[src/rtl/shift_div16.sv]
// Sequential restoring divider: 16-bit dividend, B_WIDTH divisor, one bit per falling edge.
// Define SHIFT_DIV_ZERO_CHECK_EN for a one-edge divide-by-zero shortcut with div_zero flag.
module shift_div16 #(
    parameter int B_WIDTH = 8
) (
    input  logic               clk,
    input  logic               rst_n,
    input  logic               start,
    input  logic [15:0]        a,
    input  logic [B_WIDTH-1:0] b,
    output logic               busy,
    output logic               done,
    output logic [15:0]        q,
    output logic [B_WIDTH-1:0] r,
    output logic               div_zero
);

    typedef enum logic [1:0] {IDLE, RUN, DONE} state_t;

    state_t             state, state_n;
    logic [15:0]        dvd;
    logic [B_WIDTH-1:0] dvs;
    logic [B_WIDTH:0]   rem, rem_sh, rem_nx;
    logic [4:0]         cnt;
    logic               qbit, accept, last;

    // dvd shifts the dividend out of its top while quotient bits enter at the bottom
    assign rem_sh = (rem << 1) | {{B_WIDTH{1'b0}}, dvd[15]};
    assign qbit   = rem_sh >= {1'b0, dvs};
    assign rem_nx = qbit ? rem_sh - {1'b0, dvs} : rem_sh;
    assign accept = start && (state != RUN);

`ifdef SHIFT_DIV_ZERO_CHECK_EN
    logic zero, dz_q;
    assign last     = (state == RUN) && ((cnt == 5'd1) || zero);
    assign div_zero = dz_q;
`else
    assign last     = (state == RUN) && (cnt == 5'd1);
    assign div_zero = 1'b0;
`endif

    assign busy = (state == RUN);
    assign done = (state == DONE);

    always_ff @(negedge clk or negedge rst_n) begin
        if (!rst_n) state <= IDLE;
        else        state <= state_n;
    end

    always_comb begin
        state_n = state;
        unique case (state)
            IDLE:    if (start) state_n = RUN;
            RUN:     if (last)  state_n = DONE;
            DONE:    state_n = start ? RUN : IDLE;
            default: state_n = IDLE;
        endcase
    end

    always_ff @(negedge clk or negedge rst_n) begin
        if (!rst_n) begin
            dvd  <= '0;
            dvs  <= '0;
            rem  <= '0;
            cnt  <= '0;
            q    <= '0;
            r    <= '0;
`ifdef SHIFT_DIV_ZERO_CHECK_EN
            zero <= 1'b0;
            dz_q <= 1'b0;
`endif
        end else if (accept) begin
            dvd  <= a;
            dvs  <= b;
            rem  <= '0;
            cnt  <= 5'd16;
`ifdef SHIFT_DIV_ZERO_CHECK_EN
            zero <= (b == '0);
`endif
        end else if (state == RUN) begin
            dvd <= {dvd[14:0], qbit};
            rem <= rem_nx;
            cnt <= cnt - 5'd1;
            if (last) begin
                q <= {dvd[14:0], qbit};
                r <= rem_nx[B_WIDTH-1:0];
`ifdef SHIFT_DIV_ZERO_CHECK_EN
                dz_q <= zero;
                if (zero) begin
                    q <= 16'hFFFF;
                    r <= dvd[B_WIDTH-1:0];
                end
`endif
            end
        end
    end

endmodule
[config.mk]
export PLATFORM = sky130hd
export DESIGN_NAME = shift_div16
export DESIGN_NICKNAME = d
export VERILOG_FILES = /design/src/rtl/shift_div16.sv
export SDC_FILE = /design/constraint.sdc
export NUM_CORES = 1
export LEC_CHECK = 0
export CAP_MARGIN = 0
export CORE_MARGIN = 10
export CORE_UTILIZATION = 45
export DETAILED_ROUTE_END_ITERATION = 10
export PLACE_DENSITY = 0.73
export SYNTH_ARGS = -nofsm -noshare
export SYNTH_HDL_FRONTEND = slang
export SYNTH_SLANG_ARGS = --single-unit
[constraint.sdc]
create_clock -name clk -period 5.9 [get_ports clk]
set_input_delay 1.77 -clock clk [delete_from_list [all_inputs] [get_ports clk]]
set_output_delay 1.77 -clock clk [all_outputs]
set_load 0.02 [all_outputs]
After elaboration in Yosys (flattened, before gate mapping)

Index checks and enable logic that the tools add are counted.

Register bits: 63
Output and inout port bits: 27
Word-level logic and storage cells: 35

$add $sub $neg: 2
Magnitude comparators: 1
Eq/ne operators: 6
Mux-type cells: 11
Bitwise operators: 2
Reductions and logical operators: 6

Operators with widths:

| cell                                                  | number |
|---|---|
| two-way mux 16 bit                                    | 2 |
| two-way mux 8 bit                                     | 3 |
| two-way mux 5 bit                                     | 2 |
| greater-or-equal comparator 9 x 8 -> 1 bit            | 1 |
| bitwise OR 9 x 1 -> 9 bit                             | 1 |
| subtractor 8 bit                                      | 1 |
| case mux 2 bit (3 select lines)                       | 1 |
| == test 5 x 1 -> 1 bit, second input constant         | 1 |
| subtractor 5 x 1 -> 5 bit, second input constant      | 1 |
| two-way mux 2 bit                                     | 2 |
| inequality test 2 x 1 -> 1 bit, second input constant | 2 |
| AND reduction 3 bit                                   | 1 |
| == test 2 x 1 -> 1 bit, second input constant         | 1 |
| == test 2 bit, second input constant                  | 1 |
| logical AND 1 bit                                     | 2 |
| zero test 2 bit                                       | 1 |
| inequality test 2 bit, second input constant          | 1 |
| AND reduction 2 bit                                   | 1 |
| nonzero test 2 bit                                    | 1 |
| two-way mux 1 bit                                     | 1 |
| inverter 1 bit                                        | 1 |

Depth between registers and ports, before layout

Depth in word-level cells: 5
Depth in mapped cells: 9

==> summary.md <==
The initial utilization of the core area, before any placement, comes to 46.0%. The final weighted congestion in routability-driven placement came out at 0.840. For the total area of sequential cells, the log shows 0.00158 mm2.

The count of fill cells added during filler insertion is 598, and the wire length per cell is 14.7 um. The first global-routing pass estimated 11.0 mm of wire. Counting instances in the post-synthesis netlist gives the leading cell types as 80 x nand2_1, 63 x dfrtn_1, 37 x o21ai_0. The tree is rooted in a clkbuf_8.

Reg2reg setup slack: 3.66 ns. Capturing element type of the critical path: an output pin. The power density over the cells works out to 601 mW/mm2. The type of the setup path with the least slack was reg2out. Total of warnings raised by yosys: 0. The total count of max-transition violations in the final report came out at 0.

Total clock buffers created by CTS: 9. In this run, synthesis produced a sequential element count of 63. The library cell with the highest instance count after synthesis was nand2_1. The signal on the critical path passes through dlygate4sd2_1. The top cell family by delay on the critical path is flip-flops.

Count of flip-flops with a built-in enable after synthesis: 0. Number of standard cells in the layout, taps in and fillers out: 461. Once layout is complete, the utilization of the core stands at 57.2%. The number of cells on the worst hold path is 2, and the number of nets at the end of the flow is 414. TritonCTS built the clock tree.

The placed wire-length estimate after detailed placement is 4.85 mm, and the delay of the slowest critical-path stage is 0.42 ns. The run gives 2351 as the total vias in the final route. The first detailed-routing pass took 4 iterations. The logs give 3 for the H-tree depth reported by CTS and 0.00676 mm2 for the core area. The run gives 2337 as the via count of the first global-routing pass. Overall track demand over capacity in global routing: 13.3%. The hold violation total from the final report is 0. After detailed routing, the number of remaining DRC violations is 0. The slowest stage of the critical path belongs to the cell dfrtn_1. The count of final setup violators is 0. Start point of the worst min-delay path: q[7]$_DFFE_NN0P_.

The worst register-to-register path begins at dvs[6]$_DFFE_NN0P_. The tools report the gate count of the mapped netlist as 319. STA puts the critical path data arrival time at 4.04 ns. The number of cells on the worst reg-to-reg path was 7; the number of cells after detailed placement was 445. In the final layout, the share of cells above drive strength 1 is 11.8%. For this block, the initial DRC count from the detailed router was 100. The worst hold path terminates at q[7]$_DFFE_NN0P_. The count of standard-cell rows was 30; the share of synthesized registers carrying an async set or reset was 100%.

Height of the chip: 103 um. The synthesized netlist occupies a cell area of 0.00311 mm2. The min-delay analysis places its worst path in the category reg2reg. After clock tree synthesis, the clock-pin slew on the worst setup and hold paths is 0.05 ns. The worst setup path is launched from a flip-flop. After synthesis, flip-flops and latches occupy 50.7% of the total area. The number of buffer and inverter stages on the critical path was 1. The final-layout worst hold slack was 0.415 ns; the clock sink count was 63.

The remaining max-slew budget at the tightest pin was 65.6%; the number of max-capacitance violations reported was 0. The horizontal die dimension was 103 um. In the routed layout, each cell is associated on average with a via count of 5.10. VDD sags by at most 287 uV. For the number of ports placed on the die boundary, the log shows 54.

Entering global routing, the biggest net connects 64 pins. The post-detailed-routing wire length is 6.77 mm, and the worst-margin pin slew is 0.503 ns. Count of nets left with antenna violations after detail routing: 0. By area the synthesized netlist is led by dfrtn_1 51%, nand2_1 9.7%, mux2i_1 6.8%.

The flow ran to the end, and the final reports show no timing, DRC or antenna violations. The largest fanout on the critical path was 2; the share of Yosys cell area claimed by the top area cell type was 50.7%. The capture instance of the worst register-to-register path was rem[6]$_DFFE_NN0P_.

Number of post-CTS setup repair buffers: 0. The most used flip-flop cell after synthesis is dfrtn_1. The mean instance size in the synthesized netlist is 9.75 um2, and the post-synthesis net count is 357. Across the routed clock network, the largest skew measured is 0.00942 ns. The initial antenna violation count was 0.

The die covers 0.0106 mm2. Summing all multi-input logic gate instances after layout gives 0.00139 mm2. Port buffering added 52 buffers. Setup repair after global routing left no endpoint under its margin. The dominant cell type by area after synthesis was dfrtn_1. The required time of the critical path was 4.13 ns. The number of distinct library cells after synthesis was 50. Standby leakage power: 1.83 nW. The total overflow left after global routing is 0. The clock passes through at most 2 buffers. The tools report the clock latency reported for the late side of the worst-skew pair as 0.33 ns. The area growth from synthesis to layout is 24.2%, and the count of inserted antenna diode cells is 0.
[cells in the final DEF, fill, tap and decap left out, types with 2 or more instances in the layout]
master,n
a2111oi_0,2
xor2_1,3
buf_12,2
a21o_1,2
buf_2,3
ha_1,10
clkinv_1,2
nor2_1,8
nor2b_1,2
clkbuf_8,9
o21ai_1,4
clkdlybuf4s50_1,25
clkinv_2,3
a31oi_1,2
a21oi_1,2
inv_1,15
mux2i_1,21
o21ai_0,37
dlygate4sd2_1,24
nand2b_1,2
dfrtn_1,63
mux2_2,9
nand2_1,80
nand3_1,11
clkinvlp_4,3
buf_4,7
a211oi_1,2
[layout make-up]
class / count / share of cell area [%]
Clock buffer: 10 / 3.30
Clock inverter: 6 / 0.972
Inverter: 17 / 1.65
Multi-Input combinational cell: 224 / 36.0
Sequential cell: 63 / 40.8
Tap cell: 80 / 2.59
Timing Repair Buffer: 61 / 14.7
[cell families after synthesis]
| group | count (synthesis) | synth area share, % |
|---|---|---|
| AO/OA/AOI/OAI | 63 | 12.6 |
| XOR/XNOR | 4 | 1.13 |
| adder cells (fa/ha/maj) | 11 | 4.67 |
| buffers and inverters | 32 | 4.63 |
| flip-flops | 63 | 50.7 |
| multiplexers | 30 | 10.0 |
| other | 1 | 0.121 |
| AND/OR/NAND/NOR | 115 | 16.1 |
[metal layers]
metal,vias to the layer above,wire length [um],global-route usage (%),share of wire [%]
met1,1107,3160,16.7,47
li1,1199,-,-,-
met3,10,264,3.15,3.9
met4,0,127,5.78,1.9
met5,-,0,0,0
met2,35,3220,21.3,48
[registers in the layout (all words and copies together), names as in the netlist]
name and cells:
q 16, r 8, cnt 5, dvs 8, state 2, rem 8
dvd 16
[metrics by stage]
| stage | setup WS (ns) | TNS [ns] | area, um2 | power, W |
|---|---|---|---|---|
| 4_1_cts | 0.0108 | 0 | 3870 | 0.00235 |
| 3_5_place_dp | -0.132 | -2.51 | 3740 | 0.00209 |
| 5_1_grt | 0.0325 | 0 | 3860 | 0.00254 |
| 2_1_floorplan | 0.0488 | 0 | 3110 | 0.00169 |
| 3_3_place_gp | -0.106 | -2.00 | 3740 | 0.00204 |
| 6_report | 0.0872 | 0 | 3860 | 0.00232 |
[what timing repair did]
action | CTS | global route
endpoints found under the hold margin | 0 | 0
gates resized for setup | 31 | 1
endpoints found under the setup margin | 26 | 1
hold buffers | 0 | 0
[worst max-delay path by stage]
stage                         startpoint                 end  slack, ns  cells after the start
CTS                 state[1]$_DFFE_NN0P_                done       0.01                      2
floorplan           state[0]$_DFFE_NN0P_                busy       0.05                      4
global route        state[0]$_DFFE_NN0P_                busy       0.03                      3
global placement                   start  dvs[1]$_DFFE_NN0P_      -0.11                      4
finish                 q[15]$_DFFE_NN0P_               q[15]       0.09                      1
detailed placement                 start  dvs[5]$_DFFE_NN0P_      -0.13                      4
[report_power, final]
| group | internal [W] | total, W | leakage, nW | switching [W] |
|---|---|---|---|---|
| Sequential | 0.000667 | 0.000802 | 0.746 | 0.000135 |
| Clock | 0.000150 | 0.000319 | 0.0781 | 0.000169 |
| Combinational | 0.000507 | 0.00120 | 1.01 | 0.000693 |
Power figures use the tool's default switching activity.
